===== config.mk =====
export PLATFORM = sky130hd
export DESIGN_NAME = reg_dump_streamer
export DESIGN_NICKNAME = d
export VERILOG_FILES = /design/src/rtl/reg_dump_streamer.sv
export SDC_FILE = /design/constraint.sdc
export NUM_CORES = 1
export LEC_CHECK = 0
export BUFFER_PORTS_ARGS = -buffer_cell sky130_fd_sc_hd__buf_2
export CAP_MARGIN = 20
export CORE_MARGIN = 1.5
export CORE_UTILIZATION = 50
export CTS_BUF_LIST = sky130_fd_sc_hd__clkbuf_4 sky130_fd_sc_hd__clkbuf_8
export DETAILED_ROUTE_END_ITERATION = 7
export PLACE_DENSITY = 0.86
export REMOVE_ABC_BUFFERS = 1
export SETUP_SLACK_MARGIN = 0.4
export SYNTH_ARGS = -nofsm -noshare
export SYNTH_HDL_FRONTEND = slang
export SYNTH_SLANG_ARGS = --single-unit

===== constraint.sdc =====
create_clock -name clk_i -period 3.7 [get_ports clk_i]
set_clock_uncertainty 0.05 [all_clocks]
set_input_delay 0.185 -clock clk_i [delete_from_list [all_inputs] [get_ports clk_i]]
set_output_delay 0.185 -clock clk_i [all_outputs]
set_load 0.01 [all_outputs]

===== src/rtl/reg_dump_streamer.sv =====
// Register-file readout streamer: halts the CPU after a fixed cycle count or on
// request, then streams r0..r(NUM_REGS-1) as indexed beats over valid/ready.
module reg_dump_streamer #(
  parameter int NUM_REGS      = 13,
  parameter int DATA_W        = 32,
  parameter int IDX_W         = 5,
  parameter int TRIGGER_COUNT = 25
) (
  input  logic              clk_i,
  input  logic              rst_i,
  input  logic              dump_req_i,
  output logic [IDX_W-1:0]  rf_raddr_o,
  input  logic [DATA_W-1:0] rf_rdata_i,
  output logic              cpu_halt_o,
  output logic              dump_valid_o,
  input  logic              dump_ready_i,
  output logic [IDX_W-1:0]  dump_idx_o,
  output logic [DATA_W-1:0] dump_data_o,
  output logic              done_o
);

  localparam int CW = (TRIGGER_COUNT < 1) ? 1 : $clog2(TRIGGER_COUNT + 1);

  typedef enum logic [1:0] {S_IDLE, S_FETCH, S_SEND, S_DONE} state_t;

  state_t              r_state;
  logic [CW-1:0]       r_cyc_cnt;
  logic [IDX_W-1:0]    r_idx;
  logic                r_halt;
  logic                r_valid;
  logic [IDX_W-1:0]    r_dump_idx;
  logic [DATA_W-1:0]   r_dump_data;
  logic                r_done;
  logic                w_auto_hit;
  logic                w_last;

  // Compare in 32 bits so cyc_cnt+1 cannot wrap inside the narrow counter.
  assign w_auto_hit = (TRIGGER_COUNT != 0) &&
                      ((32'(r_cyc_cnt) + 32'd1) == 32'(TRIGGER_COUNT));
  assign w_last     = (r_idx == IDX_W'(NUM_REGS - 1));

  always_ff @(posedge clk_i) begin
    if (!rst_i) begin
      r_state     <= S_IDLE;
      r_cyc_cnt   <= '0;
      r_idx       <= '0;
      r_halt      <= 1'b0;
      r_valid     <= 1'b0;
      r_dump_idx  <= '0;
      r_dump_data <= '0;
      r_done      <= 1'b0;
    end else begin
      case (r_state)
        S_IDLE: begin
          if (32'(r_cyc_cnt) < 32'(TRIGGER_COUNT))
            r_cyc_cnt <= r_cyc_cnt + CW'(1);
          if (dump_req_i || w_auto_hit) begin
            r_state <= S_FETCH;
            r_idx   <= '0;
            r_halt  <= 1'b1;
          end
        end
        S_FETCH: begin
          r_dump_data <= rf_rdata_i;
          r_dump_idx  <= r_idx;
          r_valid     <= 1'b1;
          r_state     <= S_SEND;
        end
        S_SEND: begin
          if (dump_ready_i) begin
            r_valid <= 1'b0;
            if (w_last) begin
              r_state <= S_DONE;
              r_done  <= 1'b1;
            end else begin
              r_idx   <= r_idx + IDX_W'(1);
              r_state <= S_FETCH;
            end
          end
        end
        S_DONE: begin
          if (dump_req_i) begin
            r_state <= S_FETCH;
            r_idx   <= '0;
            r_done  <= 1'b0;
          end
        end
        default: r_state <= S_IDLE;
      endcase
    end
  end

  assign rf_raddr_o   = r_idx;
  assign cpu_halt_o   = r_halt;
  assign dump_valid_o = r_valid;
  assign dump_idx_o   = r_dump_idx;
  assign dump_data_o  = r_dump_data;
  assign done_o       = r_done;

endmodule

==> flow_summary.toml, run 1 <==
[outcome]
status = "completed"

[timing]
tightest_slew_ns = 0.808
hold_ws_ns = 0.0609
slew_viol_final = 0
setup_viol = 0
fmax_mhz = 488
rsz0062_at_grt = "no"
hold_viol_final = 0
totalNegativeSetupSlack_ns = 0
period_minus_slack_ns = 2.05
fin_crit_sh = 0.554
slew_headroom = 0.460

[drt]
vias = 1926
drt_wl_total_um = 4860
vias_per_cell = 5.41
drt_iter0_drc = 150
dr.pass1.iters = 4
wl_per_cell_um = 13.7
drcViolationCount = 0
ant_nets = 0

[floorplan]
die_h_um = 69.4
fp.dieArea_mm2 = 0.00482
boundaryPins = 81
start_util = 0.536
rows = 23
core_area_mm2 = 0.00412
die-width_um = 69.4

[setup_path]
worstSetupEndpointType = "flip-flop"
critPathRequiredTime_ns = 3.81
crit_path_cell_trace = "inv_1, ha_1, inv_1, a2bb2oi_2, nand3_1, nor2_1, a211oi_1"
cp-start-kind = "flip-flop"
cp_slowest_cell = "dfxtp_1"
crit_buf_inv = 2
max_stage_delay_ns = 0.43
cp_max_fo = 9
worstPathArrival_ns = 2.16
critPathTopFamily = "compound AO/OA/AOI/OAI gates"
path_common_cell = "inv_1"
worstSetupPathType = "reg -> reg"

[job]
maxCapViolations = 0

[synth]
ys_top_cells_by_area = "dfxtp_1, mux2i_1, nor2_1"
synth_edf_count = 0
synth_top_area_share = 0.472
yosysWarnings = 0
ys_types = 41
synth_area_leader_cell = "dfxtp_1"
synth_ff_type = "dfxtp_1"
async_flop_share = 0
ys_ff_latch = 52
avgSynthCellArea_um2 = 9.76
synth_cells = 226
seq_area_frac_synth = 0.472
netlist_area_mm2 = 0.00221

[power_and_ir_drop]
power_mw = 1.25
internal_power_uw = 892
p_leak_nw = 1.31
vdd_drop_max_mv = 0.192
power_frac_comb = 0.223
p_sw_uw = 360
power.density_mw_per_mm2 = 455
pwr-share-clk = 0.271
pwr-share-seq = 0.506
netSwitchingFraction = 0.288

[cts]
ctsResizeCount = 0
clkTransAtPathRegs_ns = 0.09
hold_buffers = 0
cts_sinks = 52
cts_tree = "built"
clock_latency_ns = 0.31
root_buffer = "clkbuf_8"
clock_path_buffers = 2
cts_buffers = 5
postCtsSetupBuffers = 0
htree_levels = 2

[cells_and_area]
layout-drive-gt1-share = 0.320
fillCellCount = 307
antenna_cells = 0
nets = 350
syn2layout_area_growth_pct = 24.7

[placed_design]
hpwl_um = 3420
io_buffers = 80
place.gp.congestion = 0.897

[grt]
grt_max_degree = 52
grt.total_usage = 0.198
grt_pass1_wl_um = 7760
grt_pass1_vias = 1704
antenna_found_initial = 0
overflow = 0

[min_path]
hp-class = "in -> reg"
[cell usage in the layout (no fill, tap or decap), types with 6 or more instances in the layout]
master    count
dfxtp_1      52
nand2_1       8
nor2_1       46
a21oi_1       7
inv_1         9
mux2i_1      37
clkbuf_8      6
buf_2        80
ha_1          8
[logic make-up after synthesis]
| family | after synthesis | share of synthesized area |
|---|---|---|
| DFF | 52 | 0.472 |
| buffers and inverters | 19 | 0.0340 |
| AOI/OAI and AO/OA | 30 | 0.100 |
| xor gates and xnor gates | 2 | 0.00794 |
| and+or+nand+nor | 76 | 0.160 |
| muxes | 38 | 0.175 |
| adders and majority gates | 9 | 0.0511 |
[layer usage]
layer | up-vias | routed length, um | global-route usage
li1 | 954 | - | -
met4 | 0 | 68 | 0.0784
met5 | - | 0 | 0
met3 | 7 | 344 | 0.0552
met2 | 81 | 2370 | 0.318
met1 | 884 | 2080 | 0.250
[cells in the mapped netlist, drive strengths merged, types with 2 or more instances]
cell type   n
o22ai       2
nand2b      2
mux2i      37
a31oi       2
clkbuf      6
o21ai       7
buf         3
inv        10
dfxtp      52
nand3       3
nand4       4
nor2       46
and4b       3
nand2       9
nor3        3
ha          9
a211oi      2
nor2b       3
a21oi       7
[stage by stage]
stage                     std cells  worst slack (ns)  cell area (um2)   util
after floorplan                 217              1.40             2170      -
after global placement          347              1.75             2630  0.640
after detailed placement        347              1.66             2630  0.640
after global routing            356              1.52             2750  0.669
after CTS                       355              1.65             2730  0.664
final                           356              1.65             2750  0.669
[layout make-up]
type / instances / area [um2] / share of cell area
multi-input cells: 155 / 1090 / 0.397
repair buffers: 81 / 420 / 0.153
well taps: 50 / 62.6 / 0.0227
flip-flops and latches: 52 / 1040 / 0.378
clock inverters: 1 / 7.51 / 0.00273
inverters: 10 / 37.5 / 0.0136
clock buffers: 7 / 90.1 / 0.0327
[flip-flops by register name (all words and copies together) (netlist names)]
register and cells:
dump_valid_o 1, done_o 1, rf_raddr_o 5, cpu_halt_o 1, dump_data_o 32, dump_idx_o 5, r_cyc_cnt 5, r_state 2
[path summary, 6_finish.rpt]
path	endpoint	start	cells past startpoint	slack [ns]
max	rf_raddr_o[0]	r_state[0]	7	1.65
min	dump_data_o[31]	rf_rdata_i[31]	3	0.06
max reg2reg	rf_raddr_o[0]	r_state[0]	7	1.65
min reg2reg	cpu_halt_o	cpu_halt_o	2	0.43
[power groups by stage]
| stage | registers (mW) | logic, mW | clock network [mW] |
|---|---|---|---|
| after floorplan | 0.661 | 0.170 | 0 |
| after CTS | 0.633 | 0.277 | 0.345 |
| after detailed placement | 0.646 | 0.276 | 0 |
| final | 0.633 | 0.280 | 0.339 |
| after global placement | 0.643 | 0.266 | 0 |
| after global routing | 0.641 | 0.306 | 0.371 |
[worst reg2reg max path: stages, from the launching register on]
cell and delay [ns]:
dfxtp_1 0.43, inv_1 0.09, ha_1 0.29, inv_1 0.21
a2bb2oi_2 0.38, nand3_1 0.18, nor2_1 0.18, a211oi_1 0.09
Power figures use the tool's default switching activity.
==> inputs of run 2 (changes only) <==
clock period = 2 ns   (was 3.7 ns; I/O delays follow)
==> flow_summary.toml, run 2 (same netlist as run 1, synthesis figures left out) <==
[outcome]
status = "finished, violations left"
violations = "negative hold slack"

[cells_and_area]
most-common-layout-cells = "buf_2, nor2_1, dfxtp_1, mux2i_1, dlygate4sd3_1"
postLayoutCoreUtil = 0.804
syn2layout_area_growth_pct = 49.9
layout-drive-gt1-share = 0.399
instances_no_fill = 396
largest_register_ffs = 32
antenna_cells = 0
area.sequential_mm2 = 0.00106
nets = 390
fillCellCount = 217
multi_input_area_mm2 = 0.00120
final_common_cell = "buf_2"

[floorplan]
boundaryPins = 81
rows = 23
fp.dieArea_mm2 = 0.00482
die-width_um = 69.4
die_h_um = 69.4
start_util = 0.536
core_area_mm2 = 0.00412

[setup_path]
critical_path.startpoint = "r_cyc_cnt[1]"
critPathTopFamily = "compound AO/OA/AOI/OAI gates"
cp_max_fo = 8
worstSetupPathType = "reg -> reg"
worstSetupEndpointType = "flip-flop"
cp-start-kind = "flip-flop"
r2r-start = "r_cyc_cnt[1]"
ff2ff_setup_slack_ns = 0.16
cp_slowest_cell = "dfxtp_4"
crit_buf_inv = 0
worstPathArrival_ns = 1.99
critPathRequiredTime_ns = 2.15
max_stage_delay_ns = 0.40
crit_path_cell_trace = "and3_4, mux2_4, o21ai_4, o2111ai_2, a32o_1"

[grt]
antenna_found_initial = 0
grt_max_degree = 40
grt.total_usage = 0.270
overflow = 0
grt_pass1_wl_um = 10300
grt_pass1_vias = 2079

[power_and_ir_drop]
vdd_drop_max_mv = 0.580
pwr-share-clk = 0.318
p_leak_nw = 1.55
power_frac_comb = 0.249
pwr-share-seq = 0.433
netSwitchingFraction = 0.291
p_sw_uw = 805
power.density_mw_per_mm2 = 835
internal_power_mw = 1.96

[placed_design]
dp_cells = 351
io_buffers = 80
pre_cts_slack_ns = 0.168
hpwl_um = 3280
place.gp.congestion = 0.858

[drt]
dr.pass1.iters = 5
vias = 2290
wl_per_cell_um = 19.0
ant_nets = 0
drt_wl_total_um = 7510
vias_per_cell = 5.78
drcViolationCount = 0
drt_iter0_drc = 206

[cts]
clock_latency_ns = 0.32
htree_levels = 2
clock_path_buffers = 2
cts_sinks = 52
root_buffer = "clkbuf_8"
cts_tree = "built"
clkTransAtPathRegs_ns = 0.11
cts_buffers = 5

[timing]
worst_slack_ns = 0.158
fmax_mhz = 543
setup_viol = 0
slew_viol_final = 0
slew_headroom = 0.613
fin_crit_sh = 0.921
rsz0062_at_grt = "yes"
tightest_slew_ns = 0.573
hold_viol_final = 1
period_minus_slack_ns = 1.84
hold_ws_ns = -0.00559
totalNegativeSetupSlack_ns = 0

[job]
maxCapViolations = 0

[min_path]
holdCritStartpoint = "rf_rdata_i[23]"
hp-class = "in -> reg"
==> run 2: through the flow <==
stage	area [um2]	power [mW]
after floorplan	2170	1.54
after global placement	2680	1.69
after detailed placement	2680	1.71
after CTS	3210	2.66
after global routing	3310	2.87
final	3310	2.76
==> run 2: repair_timing <==
action / CTS / global route
hold endpoints to repair: 28 / 0
setup endpoints to repair: 8 / 11
setup buffers: 4 / 5
hold buffers: 28 / 0
gates resized for setup: 24 / 19
pin swaps: 15 / 5
==> run 2: area by class of cell <==
class                           count  share of cell area
Tap cell                           50              0.0189
Sequential cell                    52               0.321
Multi-Input combinational cell    155               0.363
Clock buffer                        5              0.0208
Timing Repair Buffer              121               0.243
Inverter                           10              0.0129
Clock inverter                      3              0.0208
==> run 2: worst min-delay path, cell delays in order <==
cell     delay, ns
buf_2         0.08
mux2i_1       0.07
nor2_1        0.08
==> run 2: path summary, 6_finish.rpt <==
| path | endpoint | depth (start not counted) |
|---|---|---|
| max reg2reg | rf_raddr_o[3] | 5 |
| min | dump_data_o[23] | 3 |
| max | rf_raddr_o[3] | 5 |
| min reg2reg | rf_raddr_o[0] | 1 |
==> run 2: per-layer routing <==
layer	up-vias	wire length (um)	part of all wire	global-route usage
met5	-	0	0	0
met4	0	485	0.065	0.142
met3	42	499	0.066	0.0741
met2	145	3730	0.50	0.463
met1	1076	2790	0.37	0.305
li1	1027	-	-	-
==> run 2: power by group through the flow <==
stage               Combinational (mW)  Clock [mW]  Sequential [mW]
floorplan                        0.315           0             1.22
global placement                 0.504           0             1.19
detailed placement               0.518           0             1.19
CTS                              0.616       0.862             1.18
global route                     0.735       0.934             1.20
finish                           0.688       0.878             1.20
==> inputs of run 3 (changes only) <==
CORE_UTILIZATION = 40   (was 50)
PLACE_DENSITY = 0.72   (was 0.86)
TNS_END_PERCENT = 100   (was not set)
==> flow_summary.toml, run 3 (same netlist as run 1, synthesis figures left out) <==
[timing]
setup_viol = 0
tightest_slew_ns = 0.615
slew_headroom = 0.585
fin_crit_sh = 0.881
period_minus_slack_ns = 1.76
slew_viol_final = 0
hold_ws_ns = 0.0249
rsz0062_at_grt = "yes"
fmax_mhz = 568
hold_viol_final = 0

[placed_design]
place.gp.congestion = 0.833
hpwl_um = 3430
place_area_mm2 = 0.00269
io_buffers = 80

[drt]
highest_layer = "met4"
met1Wirelength_um = 2300
drt_wl_total_um = 5790
ant_nets = 0
met3WireLength_um = 237
vias_per_cell = 4.93
dr.pass1.iters = 4
met2_length_um = 3120
vias = 2072
drcViolationCount = 0
wl_per_cell_um = 13.8
drt_iter0_drc = 92

[cts]
cts_buffers = 5
cts_sinks = 52
cts_tree = "built"
clock_path_buffers = 2
root_buffer = "clkbuf_8"
clkTransAtPathRegs_ns = 0.09
htree_levels = 2
clock_latency_ns = 0.30

[cells_and_area]
layout-drive-gt1-share = 0.371
nets = 394
final_common_cell = "buf_2"
final_area_mm2 = 0.00328
most-common-layout-cells = "buf_2, nor2_1, dfxtp_1, mux2i_1, dlygate4sd3_1"
postLayoutCoreUtil = 0.631
antenna_cells = 0
largest_register_ffs = 32
syn2layout_area_growth_pct = 48.9

[floorplan]
start_util = 0.424
fp.dieArea_mm2 = 0.00597
core_area_mm2 = 0.00520
die_h_um = 77.3
rows = 26
boundaryPins = 81
die-width_um = 77.3

[grt]
grt_max_degree = 40
overflow = 0
antenna_found_initial = 0
grt.total_usage = 0.200
grt_pass1_wl_um = 9490
grt_pass1_vias = 2084

[setup_path]
worstSetupEndpointType = "flip-flop"
ff2ff_setup_slack_ns = 0.24
r2r_cells = 5
crit_path_cell_trace = "and3_4, mux2_4, o21ai_4, o2111ai_2, a32o_1"
critPathRequiredTime_ns = 2.15
r2r-start = "r_cyc_cnt[1]"
max_stage_delay_ns = 0.40
worst_r2r_endpoint = "rf_raddr_o[3]"
cp_max_fo = 8
worstSetupPathType = "reg -> reg"
worstPathArrival_ns = 1.92
cp_slowest_cell = "dfxtp_4"
cp-start-kind = "flip-flop"

[power_and_ir_drop]
vdd_drop_max_mv = 0.619
power.density_mw_per_mm2 = 742
power_mw = 2.44
p_leak_nw = 1.54

[job]
maxCapViolations = 0

[min_path]
holdCritStartpoint = "rst_i"
min_to = "rf_raddr_o[2]"
hp-class = "in -> reg"
hold_depth = 2

[outcome]
status = "completed"
==> run 3: worst max-delay path: cells and delay by family, from the launching register on <==
family           cells  cell delay, ns
AND/OR/NAND/NOR      1            0.20
AO/OA/AOI/OAI        3            0.70
flip-flops           1            0.40
multiplexers         1            0.32
==> run 3: layout make-up <==
class	instances	area (um2)
well taps	70	87.6
multi-input cells	155	1170
clock inverters	3	22.5
repair buffers	125	831
inverters	10	42.5
fillers	419	1920
flip-flops and latches	52	1060
clock buffers	5	68.8
==> run 3: through the flow <==
step                TNS, ns  worst slack [ns]  std cells
global route              0             0.183        420
detailed placement        0             0.168        370
CTS                       0             0.299        418
floorplan             -9.98            -0.301        217
global placement          0             0.204        370
finish                    0             0.239        420
==> run 3: repair_timing <==
item / CTS / global route
pin swaps: 11 / 4
hold buffers: 32 / 0
buffers inserted: 8 / 2
endpoints found under the hold margin: 32 / 0
endpoints found under the setup margin: 8 / 12
resized for setup: 20 / 11
==> run 3: how the worst max path moves through the flow <==
| stage | start | to | slack [ns] | cells after the start |
|---|---|---|---|---|
| floorplan | r_state[1] | r_state[1] | -0.30 | 5 |
| global placement | r_cyc_cnt[2] | rf_raddr_o[2] | 0.20 | 5 |
| detailed placement | r_cyc_cnt[2] | rf_raddr_o[2] | 0.17 | 5 |
| CTS | r_cyc_cnt[1] | rf_raddr_o[3] | 0.30 | 7 |
| global route | r_cyc_cnt[0] | rf_raddr_o[3] | 0.18 | 7 |
| finish | r_cyc_cnt[1] | rf_raddr_o[3] | 0.24 | 5 |
==> run 3: where the power goes <==
part / total (mW) / leakage [nW] / internal [mW] / switching (mW)
combinational: 0.639 / 1.06 / 0.321 / 0.318
clock: 0.612 / 0.0485 / 0.251 / 0.361
sequential: 1.19 / 0.428 / 1.12 / 0.0611
==> run 3: layer usage <==
layer	GRT usage	vias up
met5	0	-
met4	0.0855	0
met3	0.0369	13
met2	0.370	63
met1	0.220	966
li1	-	1030
